`config.mk`:
```
export PLATFORM = sky130hd
export DESIGN_NAME = pitch_calib_ctrl_flat
export DESIGN_NICKNAME = d
export VERILOG_FILES = /design/src/rtl/pitch_calib_pkg.sv /design/src/rtl/pitch_calib_ctrl_if.sv /design/src/rtl/pitch_calib_ctrl_edge_sync_counter.sv /design/src/rtl/pitch_calib_ctrl.sv /design/src/flat_wrapper.sv
export SDC_FILE = /design/constraint.sdc
export NUM_CORES = 1
export LEC_CHECK = 0
export CORE_MARGIN = 5
export CORE_UTILIZATION = 49
export DETAILED_ROUTE_END_ITERATION = 10
export PLACE_DENSITY = 0.71
export SETUP_SLACK_MARGIN = 0.1
export SYNTH_ARGS = -nofsm -noshare
export SYNTH_HDL_FRONTEND = slang
export SYNTH_SLANG_ARGS = --single-unit
```
`constraint.sdc`:
```
create_clock -name clk -period 4.94 [get_ports clk]
set_clock_uncertainty 0.15 [all_clocks]
set_input_delay 0.988 -clock clk [delete_from_list [all_inputs] [get_ports clk]]
set_output_delay 0.988 -clock clk [all_outputs]
set_load 0.02 [all_outputs]
```
`src/rtl/pitch_calib_pkg.sv`:
```
// ============================================================================
// Module : pitch_calib_pkg
// Brief  : Shared state encoding and output codes for the pitch calibrator.
// Rev    : 1.0
// ============================================================================
`timescale 1ns/1ps
`default_nettype none

package pitch_calib_pkg;

    typedef enum logic [2:0] {
        ST_IDLE    = 3'd0,
        ST_MEASURE = 3'd1,
        ST_COMPARE = 3'd2,
        ST_STEP    = 3'd3,
        ST_SETTLE  = 3'd4,
        ST_LOCKED  = 3'd5,
        ST_FAILED  = 3'd6
    } state_t;

    localparam logic [1:0] UD_HOLD = 2'b00;
    localparam logic [1:0] UD_UP   = 2'b01;
    localparam logic [1:0] UD_DOWN = 2'b10;

    localparam logic [1:0] CG_IDLE = 2'b00;
    localparam logic [1:0] CG_CAL  = 2'b01;
    localparam logic [1:0] CG_LOCK = 2'b10;
    localparam logic [1:0] CG_FAIL = 2'b11;

endpackage

`default_nettype wire

```
`src/rtl/pitch_calib_ctrl_if.sv`:
```
// ============================================================================
// Module : pitch_calib_ctrl_if
// Brief  : Control/status bundle between the register block and calibrator.
// Rev    : 1.0
// ============================================================================
`timescale 1ns/1ps
`default_nettype none

interface pitch_calib_ctrl_if #(
    parameter int CNT_W = 16
);
    logic             start;
    logic             abort;
    logic [CNT_W-1:0] target_cnt;
    logic [CNT_W-1:0] tol;
    logic             busy;
    logic             done;
    logic             fail;
    logic [CNT_W-1:0] meas_cnt;

    modport master (
        output start, abort, target_cnt, tol,
        input  busy, done, fail, meas_cnt
    );

    modport slave (
        input  start, abort, target_cnt, tol,
        output busy, done, fail, meas_cnt
    );
endinterface

`default_nettype wire

```
`src/rtl/pitch_calib_ctrl_edge_sync_counter.sv`:
```
// ============================================================================
// Module : edge_sync_counter
// Brief  : Synchronises an async square wave and counts its rising edges.
// Rev    : 1.0
// ============================================================================
`timescale 1ns/1ps
`default_nettype none

module edge_sync_counter #(
    parameter int CNT_W = 16
) (
    input  wire logic             clk,
    input  wire logic             reset_n,
    input  wire logic             sig_async,
    input  wire logic             clr,
    input  wire logic             en,
    output logic      [CNT_W-1:0] count_next
);

    logic             r_sync1;
    logic             r_sync2;
    logic             r_hist;
    logic [CNT_W-1:0] r_cnt;
    logic             w_edge;
    logic             w_sat;

    assign w_edge = r_sync2 & ~r_hist;
    assign w_sat  = &r_cnt;

    // Exposed so the owner can capture a count that includes this cycle's edge.
    assign count_next = (en && w_edge && !w_sat) ? r_cnt + CNT_W'(1) : r_cnt;

    always_ff @(posedge clk or negedge reset_n) begin
        if (!reset_n) begin
            r_sync1 <= 1'b0;
            r_sync2 <= 1'b0;
            r_hist  <= 1'b0;
            r_cnt   <= '0;
        end else begin
            r_sync1 <= sig_async;
            r_sync2 <= r_sync1;
            r_hist  <= r_sync2;
            r_cnt   <= clr ? '0 : count_next;
        end
    end

endmodule

`default_nettype wire

```
`src/rtl/pitch_calib_ctrl.sv`:
```
// ============================================================================
// Module : pitch_calib_ctrl
// Brief  : Closed-loop oscillator calibration: measure, compare, step, settle.
// Rev    : 1.0
// ============================================================================
`timescale 1ns/1ps
`default_nettype none

module pitch_calib_ctrl #(
    parameter int CNT_W         = 16,
    parameter int GATE_CYCLES   = 50000,
    parameter int SETTLE_CYCLES = 5000,
    parameter int MAX_ITER      = 64
) (
    input  wire logic       clk,
    input  wire logic       reset_n,
    pitch_calib_ctrl_if.slave ctl,
    input  wire logic       square_freq,
    output logic      [1:0] freq_up_down,
    output logic      [1:0] cal_glis
);
    import pitch_calib_pkg::*;

    localparam int TMR_MAX = (GATE_CYCLES > SETTLE_CYCLES) ? GATE_CYCLES : SETTLE_CYCLES;
    localparam int TMR_W   = (TMR_MAX > 1) ? $clog2(TMR_MAX) : 1;
    localparam int ITER_W  = $clog2(MAX_ITER + 1);

    localparam logic [TMR_W-1:0]  GATE_LAST   = TMR_W'(GATE_CYCLES - 1);
    localparam logic [TMR_W-1:0]  SETTLE_LAST = TMR_W'(SETTLE_CYCLES - 1);
    localparam logic [ITER_W-1:0] ITER_LIMIT  = ITER_W'(MAX_ITER);

    state_t            r_state;
    logic [TMR_W-1:0]  r_timer;
    logic [ITER_W-1:0] r_iter;
    logic [CNT_W-1:0]  r_target;
    logic [CNT_W-1:0]  r_tol;
    logic [CNT_W-1:0]  r_meas;
    logic [1:0]        r_ud;
    logic [1:0]        r_cg;
    logic              r_busy;
    logic              r_done;
    logic              r_fail;

    logic              w_start_ok;
    logic              w_cnt_clr;
    logic              w_cnt_en;
    logic [CNT_W-1:0]  w_cnt_next;
    logic [CNT_W:0]    w_diff;
    logic [CNT_W:0]    w_abs;
    logic              w_within;
    logic              w_meas_low;

    assign w_start_ok = ctl.start && !ctl.abort &&
                        ((r_state == ST_IDLE) || (r_state == ST_LOCKED) || (r_state == ST_FAILED));
    assign w_cnt_clr  = w_start_ok ||
                        (!ctl.abort && (r_state == ST_SETTLE) && (r_timer == SETTLE_LAST));
    assign w_cnt_en   = (r_state == ST_MEASURE);

    edge_sync_counter #(
        .CNT_W (CNT_W)
    ) u_edge_cnt (
        .clk        (clk),
        .reset_n    (reset_n),
        .sig_async  (square_freq),
        .clr        (w_cnt_clr),
        .en         (w_cnt_en),
        .count_next (w_cnt_next)
    );

    // One extra bit keeps the difference signed without overflow.
    assign w_diff     = {1'b0, r_meas} - {1'b0, r_target};
    assign w_meas_low = w_diff[CNT_W];
    assign w_abs      = w_meas_low ? (~w_diff + (CNT_W+1)'(1)) : w_diff;
    assign w_within   = (w_abs <= {1'b0, r_tol});

    always_ff @(posedge clk or negedge reset_n) begin
        if (!reset_n) begin
            r_state  <= ST_IDLE;
            r_timer  <= '0;
            r_iter   <= '0;
            r_target <= '0;
            r_tol    <= '0;
            r_meas   <= '0;
            r_ud     <= UD_HOLD;
            r_cg     <= CG_IDLE;
            r_busy   <= 1'b0;
            r_done   <= 1'b0;
            r_fail   <= 1'b0;
        end else begin
            r_done <= 1'b0;
            r_fail <= 1'b0;
            if (ctl.abort) begin
                r_state <= ST_IDLE;
                r_ud    <= UD_HOLD;
                r_cg    <= CG_IDLE;
                r_busy  <= 1'b0;
            end else begin
                unique case (r_state)
                    ST_IDLE, ST_LOCKED, ST_FAILED: begin
                        if (w_start_ok) begin
                            r_target <= ctl.target_cnt;
                            r_tol    <= ctl.tol;
                            r_iter   <= '0;
                            r_timer  <= '0;
                            r_state  <= ST_MEASURE;
                            r_cg     <= CG_CAL;
                            r_busy   <= 1'b1;
                        end
                    end
                    ST_MEASURE: begin
                        if (r_timer == GATE_LAST) begin
                            r_meas  <= w_cnt_next;
                            r_timer <= '0;
                            r_state <= ST_COMPARE;
                        end else begin
                            r_timer <= r_timer + TMR_W'(1);
                        end
                    end
                    ST_COMPARE: begin
                        if (w_within) begin
                            r_state <= ST_LOCKED;
                            r_done  <= 1'b1;
                            r_cg    <= CG_LOCK;
                            r_busy  <= 1'b0;
                        end else if (r_iter == ITER_LIMIT) begin
                            r_state <= ST_FAILED;
                            r_fail  <= 1'b1;
                            r_cg    <= CG_FAIL;
                            r_busy  <= 1'b0;
                        end else begin
                            // Registered here so the command is visible exactly during STEP.
                            r_state <= ST_STEP;
                            r_ud    <= w_meas_low ? UD_UP : UD_DOWN;
                        end
                    end
                    ST_STEP: begin
                        r_ud    <= UD_HOLD;
                        r_iter  <= r_iter + ITER_W'(1);
                        r_timer <= '0;
                        r_state <= ST_SETTLE;
                    end
                    ST_SETTLE: begin
                        if (r_timer == SETTLE_LAST) begin
                            r_timer <= '0;
                            r_state <= ST_MEASURE;
                        end else begin
                            r_timer <= r_timer + TMR_W'(1);
                        end
                    end
                    default: begin
                        r_state <= ST_IDLE;
                        r_ud    <= UD_HOLD;
                        r_cg    <= CG_IDLE;
                        r_busy  <= 1'b0;
                    end
                endcase
            end
        end
    end

    assign freq_up_down = r_ud;
    assign cal_glis     = r_cg;
    assign ctl.busy     = r_busy;
    assign ctl.done     = r_done;
    assign ctl.fail     = r_fail;
    assign ctl.meas_cnt = r_meas;

endmodule

`default_nettype wire

```
`src/flat_wrapper.sv`:
```
// flat-port wrapper written by rule: the top's interface ports become plain ports
module pitch_calib_ctrl_flat import pitch_calib_pkg::*;
#(
    parameter int CNT_W         = 16,
    parameter int GATE_CYCLES   = 50000,
    parameter int SETTLE_CYCLES = 5000,
    parameter int MAX_ITER      = 64
)
  (clk, reset_n, square_freq, freq_up_down, cal_glis, ctl_start, ctl_abort, ctl_target_cnt, ctl_tol, ctl_busy, ctl_done, ctl_fail, ctl_meas_cnt);
  pitch_calib_ctrl_if #(.CNT_W(CNT_W)) ctl_i ();
  input  wire logic clk;
  input  wire logic reset_n;
  input  wire logic square_freq;
  output logic      [1:0] freq_up_down;
  output logic      [1:0] cal_glis;
  input wire logic [$bits(ctl_i.start)-1:0] ctl_start;
  input wire logic [$bits(ctl_i.abort)-1:0] ctl_abort;
  input wire logic [$bits(ctl_i.target_cnt)-1:0] ctl_target_cnt;
  input wire logic [$bits(ctl_i.tol)-1:0] ctl_tol;
  output wire logic [$bits(ctl_i.busy)-1:0] ctl_busy;
  output wire logic [$bits(ctl_i.done)-1:0] ctl_done;
  output wire logic [$bits(ctl_i.fail)-1:0] ctl_fail;
  output wire logic [$bits(ctl_i.meas_cnt)-1:0] ctl_meas_cnt;
  assign ctl_i.start = ctl_start;
  assign ctl_i.abort = ctl_abort;
  assign ctl_i.target_cnt = ctl_target_cnt;
  assign ctl_i.tol = ctl_tol;
  assign ctl_busy = ctl_i.busy;
  assign ctl_done = ctl_i.done;
  assign ctl_fail = ctl_i.fail;
  assign ctl_meas_cnt = ctl_i.meas_cnt;
  pitch_calib_ctrl #(.CNT_W(CNT_W), .GATE_CYCLES(GATE_CYCLES), .SETTLE_CYCLES(SETTLE_CYCLES), .MAX_ITER(MAX_ITER)) u_core (.clk(clk), .reset_n(reset_n), .ctl(ctl_i), .square_freq(square_freq), .freq_up_down(freq_up_down), .cal_glis(cal_glis));
endmodule
```
Yosys cells after proc, flatten, opt, wreduce, memory -nomap -nowiden
Index checks and enable logic that the tools add are counted.

word-level totals
  register bits = 100
  output and inout port bits = 23
  bits of input ports = 37
  logic and storage cells = 106

operators by class
  add/sub/neg operators = 5
  bitwise logic cells = 4
  multiplexer cells = 38
  reduce and logical (&&, ||, !) cells = 25
  equality and inequality tests = 18
  order comparisons = 1

operators with widths
  kind                                                                count
  16-bit two-way mux                                                  5
  16-bit case mux with 4 select lines                                 1
  16-bit by 1-bit adder with 16-bit output (second input constant)    2
  3-bit AND reduction                                                 7
  3-bit two-way mux                                                   6
  17-bit by 1-bit adder with 17-bit output (second input constant)    1
  17-bit by 16-bit less-or-equal comparator with 1-bit output         1
  17-bit two-way mux                                                  1
  17-bit inverter                                                     1
  16-bit by 16-bit subtractor with 17-bit output                      1
  16-bit by 13-bit == test with 1-bit output (second input constant)  1
  16-bit == test (second input constant)                              1
  2-bit two-way mux                                                   8
  16-bit AND reduction                                                1
  3-bit case mux with 5 select lines                                  1
  7-bit case mux with 2 select lines                                  1
  1-bit two-way mux                                                   11
  3-bit == test (second input constant)                               3
  3-bit inequality test (second input constant)                       3
  7-bit by 1-bit adder with 7-bit output (second input constant)      1
  7-bit == test (second input constant)                               1
  7-bit two-way mux                                                   1
  3-bit by 2-bit == test with 1-bit output (second input constant)    2
  1-bit logical AND                                                   6
  16 further kinds                                                    24

Depth between registers and ports, before layout
Gate-level depths: netlist (run 1).

  depth after elaboration = 8
  depth in mapped cells = 21
  gate-level depth less buffers = 21

By module
A second synthesis (run 1) with hierarchy kept.

unflattened totals
  cell total of the unflattened synthesis = 716
  area total of the unflattened synthesis = 6416.2 µm²

by module, submodules not included
  module             sequential area each (µm²)  area each (µm²)  instances  cells an instance
  pitch_calib_ctrl   2026.9                      5202.5           1          596
  edge_sync_counter  475.5                       1213.7           1          120

Least setup slack after synthesis (run 1)
Ideal clock, no wire load.

  path type = register to register
  start point = register u_core.r_meas[0], in the netlist u_core.ctl.meas_cnt[0]
  end point = register u_core.r_ud[1], in the netlist u_core.freq_up_down[1]
  period minus slack after synthesis = 4.492 ns
  path buffers = 1
  setup time = 0.083 ns
  slack = 0.448 ns
  cell stages (with the launch flop) = 20
  required time = 4.707 ns
  data arrival time = 4.260 ns
  cell sequence = dfrtp_1 -> inv_1 -> ha_1 -> fa_1 -> nand2b_1 -> a211oi_1 -> o211a_1 -> o21ai_0 -> a31oi_1 -> clkbuf_1 -> nor2_1 -> xnor2_1 -> ha_1 -> and4_1 -> nand2_1 -> o211ai_1 -> a21oi_1 -> o2bb2ai_1 -> or4_1 -> o21ai_0

between the ends
  cells in the longest elaborated chain, start to end = 7
  elaborated cells on any way between the ends = 12
  those cells by class = 2 x add/sub; 1 x order compare; 1 x eq/ne; 6 x mux; 1 x bitwise; 1 x reduce/logical

RTL lines
  element                                                      line                     source
  start, declared                                              pitch_calib_ctrl.sv:37   logic [CNT_W-1:0] r_meas;
  start signal, assigned                                       pitch_calib_ctrl.sv:112  r_meas <= w_cnt_next;
  16-bit by 16-bit subtractor with 17-bit output (*)           pitch_calib_ctrl.sv:71   assign w_diff = {1'b0, r_meas} - {1'b0, r_target};
  17-bit inverter                                              pitch_calib_ctrl.sv:73   assign w_abs = w_meas_low ? (~w_diff + (CNT_W+1)'(1)) : w_diff;
  17-bit by 1-bit adder with 17-bit output                     pitch_calib_ctrl.sv:73
  17-bit two-way mux                                           pitch_calib_ctrl.sv:73
  17-bit by 16-bit less-or-equal comparator with 1-bit output  pitch_calib_ctrl.sv:74   assign w_within = (w_abs <= {1'b0, r_tol});
  3-bit inequality test (no line)                              n/a
  3-bit AND reduction (no line)                                n/a
  end signal, assigned                                         pitch_calib_ctrl.sv:133  r_ud <= w_meas_low ? UD_UP : UD_DOWN;
  end, declared                                                pitch_calib_ctrl.sv:38   logic [1:0] r_ud;

Every way passes the cells marked *; elsewhere a longest branch is shown, timed or not. The select of a mux whose other input is x is not followed.
A chain may end at the register's enable or synchronous reset.

Worst setup path in the final report (run 1)
  start point = register u_core.r_meas[4], in the netlist u_core.ctl.meas_cnt[4]
  end point = register u_core.r_ud[0], in the netlist u_core.freq_up_down[0]

Same word-level chain as after synthesis.

==> results_dict.tcl, run 1 <==
set metrics [dict create \
    clk_pin_slew_ps 70 \
    tritoncts "done" \
    area_growth_pct 17.53 \
    ios 60 \
    synth_top_family_by_area "simple AND/OR/NAND/NOR gates" \
    met3_length_um 956 \
    p_sw_mw 0.7050 \
    p_int_mw 1.585 \
    cts-hold-fix-buffers 0 \
    synth.distinct_cells 72 \
    clock_sinks 100 \
    num_vias 5240 \
    slew_headroom 0.3596 \
    critPathBufInv 0 \
    synth_warnings 0 \
    finalSetupViolations 0 \
    synth_edf_count 0 \
    synth.top_cell.area_share 0.4053 \
    clockRootBuffer "clkbuf_16" \
    synthesis.instances 704 \
    cap_violations 0 \
    routedWlPerCell_um 15.69 \
    layout.nets 829 \
    cp-start-kind "flip-flop" \
    crit_fanout 6 \
    synthAdderAreaFrac 0.07822 \
    crit_arrival_ps 4650 \
    fmax_ghz 0.2183 \
    ys_seq_elements 100 \
    synth.mux.area_fraction 0.01033 \
    synth_compound_area_frac 0.1907 \
    outcome "finished clean" \
    async_flop_share 1.000 \
    switching_share 0.3079 \
    drt_iter0_markers 372 \
    htreeDepth 3 \
    dpl.hpwl_mm 10.92 \
    synthSimpleGateAreaFrac 0.2105 \
    synth_xor_area_frac 0.05816 \
    ys_top_cells_by_area "dfrtp_1 41%, ha_1 7.5%, o21ai_0 7.5%" \
    wl_mm 14.60 \
    cts_buffers 9 \
    die_area_mm2 0.01495 \
    p_total_mw 2.290 \
    num_rows 41 \
    post_cts_buffers 0 \
    critical-path-top-delay-family "compound AO/OA/AOI/OAI gates" \
    antenna_found_initial 0 \
    netlist_top_cells_count "100 x dfrtp_1, 94 x nand2_1, 92 x o21ai_0" \
    synth.most_common_cell "dfrtp_1" \
    crit_chain "ha_2, and2_4, a221o_1, or3_4, a2111oi_4, nand3_2, o31ai_1, xnor2_1, ha_1, a21o_1, a21o_1, a21o_1, a21oi_1, nor2b_1, o21ai_0, o2bb2ai_2, and2_4, o22ai_1" \
    yosysTopAreaCell "dfrtp_1" \
    rsz0062_at_grt "false" \
    core_area_mm2 0.01247 \
    synth_ff_type "dfrtp_1" \
    syn-num-nets 779 \
    stdcell_area_mm2 0.007257 \
    synth_seq_area_share 0.4053 \
    viasPerCell 5.628 \
    clock_power_share 0.341 \
    hold_viol_final 0 \
    pwr-share-comb 0.269 \
    grt_pass1_wl_mm 24.47 \
    dieWidth_um 122.3 \
    dr.max_layer_used "met4" \
    drv_slew 0 \
    syn_avg_cell_area_um2 8.771 \
    cts_buffer_depth 2 \
    p_leak_nw 3.260 \
    layout_min_cycle_time_ps 4580 \
    period_share 0.9271 \
    worstSkewPairLatency_ps 350 \
    met2WireLength_mm 6.560 \
    tightest_slew_ps 958.2 \
    crit_required_ps 5010 \
    placed_area_mm2 0.006904 \
    port_buffers 59 \
    path_class "flip-flop to flip-flop" \
    grt_pass1_vias 5031 \
    crit_path_frequent_cell "a21o_1" \
    grt_max_degree 71 \
    crit_path_end_kind "flip-flop" \
    hold_class "flip-flop to flip-flop" \
    post_route_cells_drive_above_1_share 0.07510 \
    synth_area_mm2 0.006175 \
    tns_ps 0 \
    ant_nets 0 \
    powerDensity_mw_per_mm2 315.6 \
    grt_overflow_total 0 \
    track_usage 0.2046 \
    die_h_um 122.3 \
    critical-path-slowest-cell "dfrtp_1" \
    ir_worst_vdd_v 0.0001313 \
    fill_cells 1143 \
    seqPwrFrac 0.390 \
    num_antenna_cells 0 \
    start_util 0.4953 \
    wl_met1_mm 6.786 \
    place.gp.congestion 0.8538 \
    crit_path_max_incr_delay_ps 400 \
    route.detailed.drc 0 \
    cts_resized 0 \
    firstDrtPassIters 8 \
]
## registers in the layout (all words and copies together) (netlist names), 2 cells and up
name and flops:
u_core.cal_glis 2, u_core.ctl.meas_cnt 16, u_core.freq_up_down 2, u_core.r_iter 7, u_core.r_state 3, u_core.r_target 16
u_core.r_timer 16, u_core.r_tol 16, u_core.u_edge_cnt.r_cnt 16
## metrics by stage
| stage | util | worst slack, ps | instances | hold slack [ps] |
|---|---|---|---|---|
| floorplan | - | 447.7 | 704 | 181.2 |
| global placement | 0.5538 | 339.7 | 915 | 182.8 |
| detailed placement | 0.5538 | 274.4 | 915 | 184.7 |
| CTS | 0.5804 | 240.0 | 931 | 202.0 |
| global route | 0.5822 | 70.90 | 931 | 214.4 |
| finish | 0.5822 | 360.2 | 931 | 200.8 |
## power by group through the flow
| stage | logic [mW] | clock network (mW) | registers (mW) |
|---|---|---|---|
| after CTS | 0.611 | 0.799 | 0.894 |
| after global placement | 0.582 | 0 | 0.909 |
| final | 0.615 | 0.781 | 0.894 |
| after detailed placement | 0.606 | 0 | 0.910 |
| after floorplan | 0.444 | 0 | 0.905 |
| after global routing | 0.697 | 0.834 | 0.900 |
## cells by family after synthesis
kind of cell / after synthesis
buffers and inverters: 70
DFF: 100
adders and majority gates: 38
muxes: 6
AOI/OAI and AO/OA: 187
xor gates and xnor gates: 41
and+or+nand+nor: 262
## worst reg2reg max path: stages (launching register included)
cell and delay, ps:
dfrtp_1 400, ha_2 330, and2_4 180, a221o_1 360, or3_4 400, a2111oi_4 340
nand3_2 140, o31ai_1 280, xnor2_1 170, ha_1 270, a21o_1 160, a21o_1 170
a21o_1 170, a21oi_1 150, nor2b_1 60, o21ai_0 220, o2bb2ai_2 200, and2_4 220
o22ai_1 100
## cell type report
cell class / instances / area (um^2) / area share
inverters: 44 / 165.2 / 0.02276
clock buffers: 9 / 225.2 / 0.03103
clock inverters: 7 / 106.4 / 0.01466
repair buffers: 65 / 633.1 / 0.08724
flip-flops and latches: 100 / 2502 / 0.3448
well taps: 172 / 215.2 / 0.02966
multi-input cells: 534 / 3410 / 0.4698
## cells in the final DEF, fill, tap and decap left out, types with 4 or more instances in the layout
master           netlist  final
a21oi_1               30     30
nor3_1                13     11
nor2_1                62     62
ha_1                  37     36
o211ai_1               5      5
dfrtp_1              100    100
nor2b_1                9      9
or2_2                  8      8
o22ai_1                4      4
buf_4                  0      7
and3_1                12     12
a31oi_1                8      8
xor2_1                21     20
nand3_1               15     15
xnor2_1               20     20
clkbuf_16              0      9
o21a_1                 4      4
inv_1                 43     43
a21o_1                10     10
nand4_1               12     12
o31ai_1                7      7
nand2b_1               6      6
clkdlybuf4s50_1        0     58
o21ai_0               92     91
nand2_1               94     94
and4_1                 4      4
## layer usage
layer	GRT usage	vias to the layer above
li1	-	2561
met1	0.2944	2501
met2	0.3157	155
met3	0.03318	23
met4	0.06928	0
met5	0	-
## final timing paths
| check | startpoint | to | slack, ps | depth (start not counted) |
|---|---|---|---|---|
| max | u_core.ctl.meas_cnt[4] | u_core.freq_up_down[0] | 360 | 18 |
| min | u_core.u_edge_cnt.r_sync1 | u_core.u_edge_cnt.r_sync2 | 200 | 0 |
| max reg2reg | u_core.ctl.meas_cnt[4] | u_core.freq_up_down[0] | 360 | 18 |
| min reg2reg | u_core.u_edge_cnt.r_sync1 | u_core.u_edge_cnt.r_sync2 | 200 | 0 |
| max in group asynchronous | reset_n | u_core.r_target[1] | 3040 | 2 |
| min in group asynchronous | reset_n | u_core.freq_up_down[0] | 580 | 1 |
Note: power is estimated with default switching activity, not from simulation.
==> run 2: changes to the inputs <==
- CORE_ASPECT_RATIO: unset -> 2
==> results_dict.tcl, run 2 (synthesized netlist as in run 1, its figures left out) <==
set metrics [dict create \
    ios 60 \
    clockRootBuffer "clkbuf_16" \
    grt_max_degree 74 \
    viasPerCell 5.779 \
    drt_iter0_markers 248 \
    regToRegEndpoint "u_core.freq_up_down[1]" \
    dpl_worst_slack_ps 207.9 \
    crit_arrival_ps 4760 \
    grt_pass1_wl_mm 25.31 \
    r2r_slack_ps 300 \
    post_route_cells_drive_above_1_share 0.08016 \
    drv_slew 0 \
    die_h_um 168.8 \
    grt_pass1_vias 5357 \
    wl_mm 15.71 \
    cp-start-kind "flip-flop" \
    area_growth_pct 17.81 \
    ir_worst_vdd_v 0.0001934 \
    route.detailed.drc 0 \
    track_usage 0.2165 \
    num_antenna_cells 0 \
    grt_overflow_total 0 \
    seq_area_mm2 0.002502 \
    placed_cells 895 \
    p_total_mw 2.339 \
    num_rows 58 \
    layout_setup_ws_ps 302.5 \
    tightest_slew_ps 959.6 \
    final_core_util 0.5828 \
    num_vias 5265 \
    place.gp.congestion 0.9044 \
    layout_common_cells "100 x dfrtp_1, 94 x nand2_1, 89 x o21ai_0, 62 x nor2_1, 58 x clkdlybuf4s50_1" \
    fill_cells 1071 \
    layout_min_cycle_time_ps 4638 \
    crit_start "u_core.ctl.meas_cnt[4]" \
    tns_ps 0 \
    period_share 0.9388 \
    p_leak_nw 3.291 \
    firstDrtPassIters 6 \
    rsz0062_at_grt "false" \
    crit_path_end_kind "flip-flop" \
    layout_commonest_cell "dfrtp_1" \
    r2r-start "u_core.ctl.meas_cnt[4]" \
    routedWlPerCell_um 17.25 \
    dpl.hpwl_mm 11.89 \
    crit_fanout 6 \
    reg2regPathDepth 16 \
    fmax_ghz 0.2156 \
    hold_class "flip-flop to flip-flop" \
    slew_headroom 0.3603 \
    crit_path_end "u_core.freq_up_down[1]" \
    htreeDepth 3 \
    crit_required_ps 5070 \
    core_area_mm2 0.01248 \
    path_class "flip-flop to flip-flop" \
    cts_buffer_depth 2 \
    finalSetupViolations 0 \
    ant_nets 0 \
    layout.nets 831 \
    powerDensity_mw_per_mm2 321.5 \
    start_util 0.4947 \
    clock_sinks 100 \
    antenna_found_initial 0 \
    cap_violations 0 \
    cts_buffers 9 \
    dieWidth_um 89.38 \
    hold_viol_final 0 \
    multi_input_area_mm2 0.003423 \
    final_cells 911 \
    die_area_mm2 0.01508 \
    worstSkewPairLatency_ps 350 \
    outcome "finished clean" \
    tritoncts "done" \
    port_buffers 59 \
    clk_pin_slew_ps 70 \
]
run 2: worst max-delay path, cell delays in order (launching register included):
cell,delay [ps]
dfrtp_1,400
ha_1,370
and2_4,200
a221o_1,370
or3_4,400
a2111oi_4,430
nand3_2,170
nand3b_4,200
o31ai_1,330
xnor2_1,120
ha_1,310
nand4_1,90
nor2_1,180
a21oi_1,110
o2bb2ai_2,170
or4_1,470
o21ai_1,80
run 2: routing by layer:
metal | wire [um] | global-route usage | vias to the layer above
met2 | 8735 | 0.4025 | 107
met1 | 5763 | 0.2245 | 2554
met4 | 681 | 0.1069 | 0
li1 | - | - | 2566
met3 | 533 | 0.03312 | 38
met5 | 0 | 0 | -
run 2: how the worst min path moves through the flow:
stage / startpoint / endpoint / slack [ps] / cells past startpoint
finish: u_core.u_edge_cnt.r_sync1 / u_core.u_edge_cnt.r_sync2 / 220 / 0
global route: u_core.u_edge_cnt.r_sync1 / u_core.u_edge_cnt.r_sync2 / 230 / 0
CTS: u_core.u_edge_cnt.r_sync1 / u_core.u_edge_cnt.r_sync2 / 210 / 0
detailed placement: u_core.u_edge_cnt.r_sync1 / u_core.u_edge_cnt.r_sync2 / 190 / 0
global placement: u_core.u_edge_cnt.r_sync1 / u_core.u_edge_cnt.r_sync2 / 190 / 0
floorplan: u_core.u_edge_cnt.r_sync1 / u_core.u_edge_cnt.r_sync2 / 180 / 0
run 2: power by group:
part	total [mW]	switching, mW	internal, mW
sequential	0.895	0.0228	0.873
clock	0.806	0.318	0.488
combinational	0.637	0.372	0.265
total	2.34	0.712	1.63
run 2: timing repair:
item	in CTS	in global routing
buffers inserted	0	0
resized for setup	0	10
endpoints found under the setup margin	0	10
hold buffers	0	0
run 2: area by class of cell:
class / count / area share
Multi-Input combinational cell: 534 / 0.4706
Sequential cell: 100 / 0.3440
Timing Repair Buffer: 67 / 0.08961
Clock buffer: 12 / 0.03664
Tap cell: 150 / 0.02580
Inverter: 44 / 0.02270
Clock inverter: 4 / 0.01066
run 2: through the flow:
step / hold slack (ps) / instance area [um^2]
after floorplan: 181.2 / 6175
after global placement: 190.4 / 6892
after detailed placement: 194.9 / 6892
after CTS: 210.1 / 7236
after global routing: 226.1 / 7274
final: 216.4 / 7274
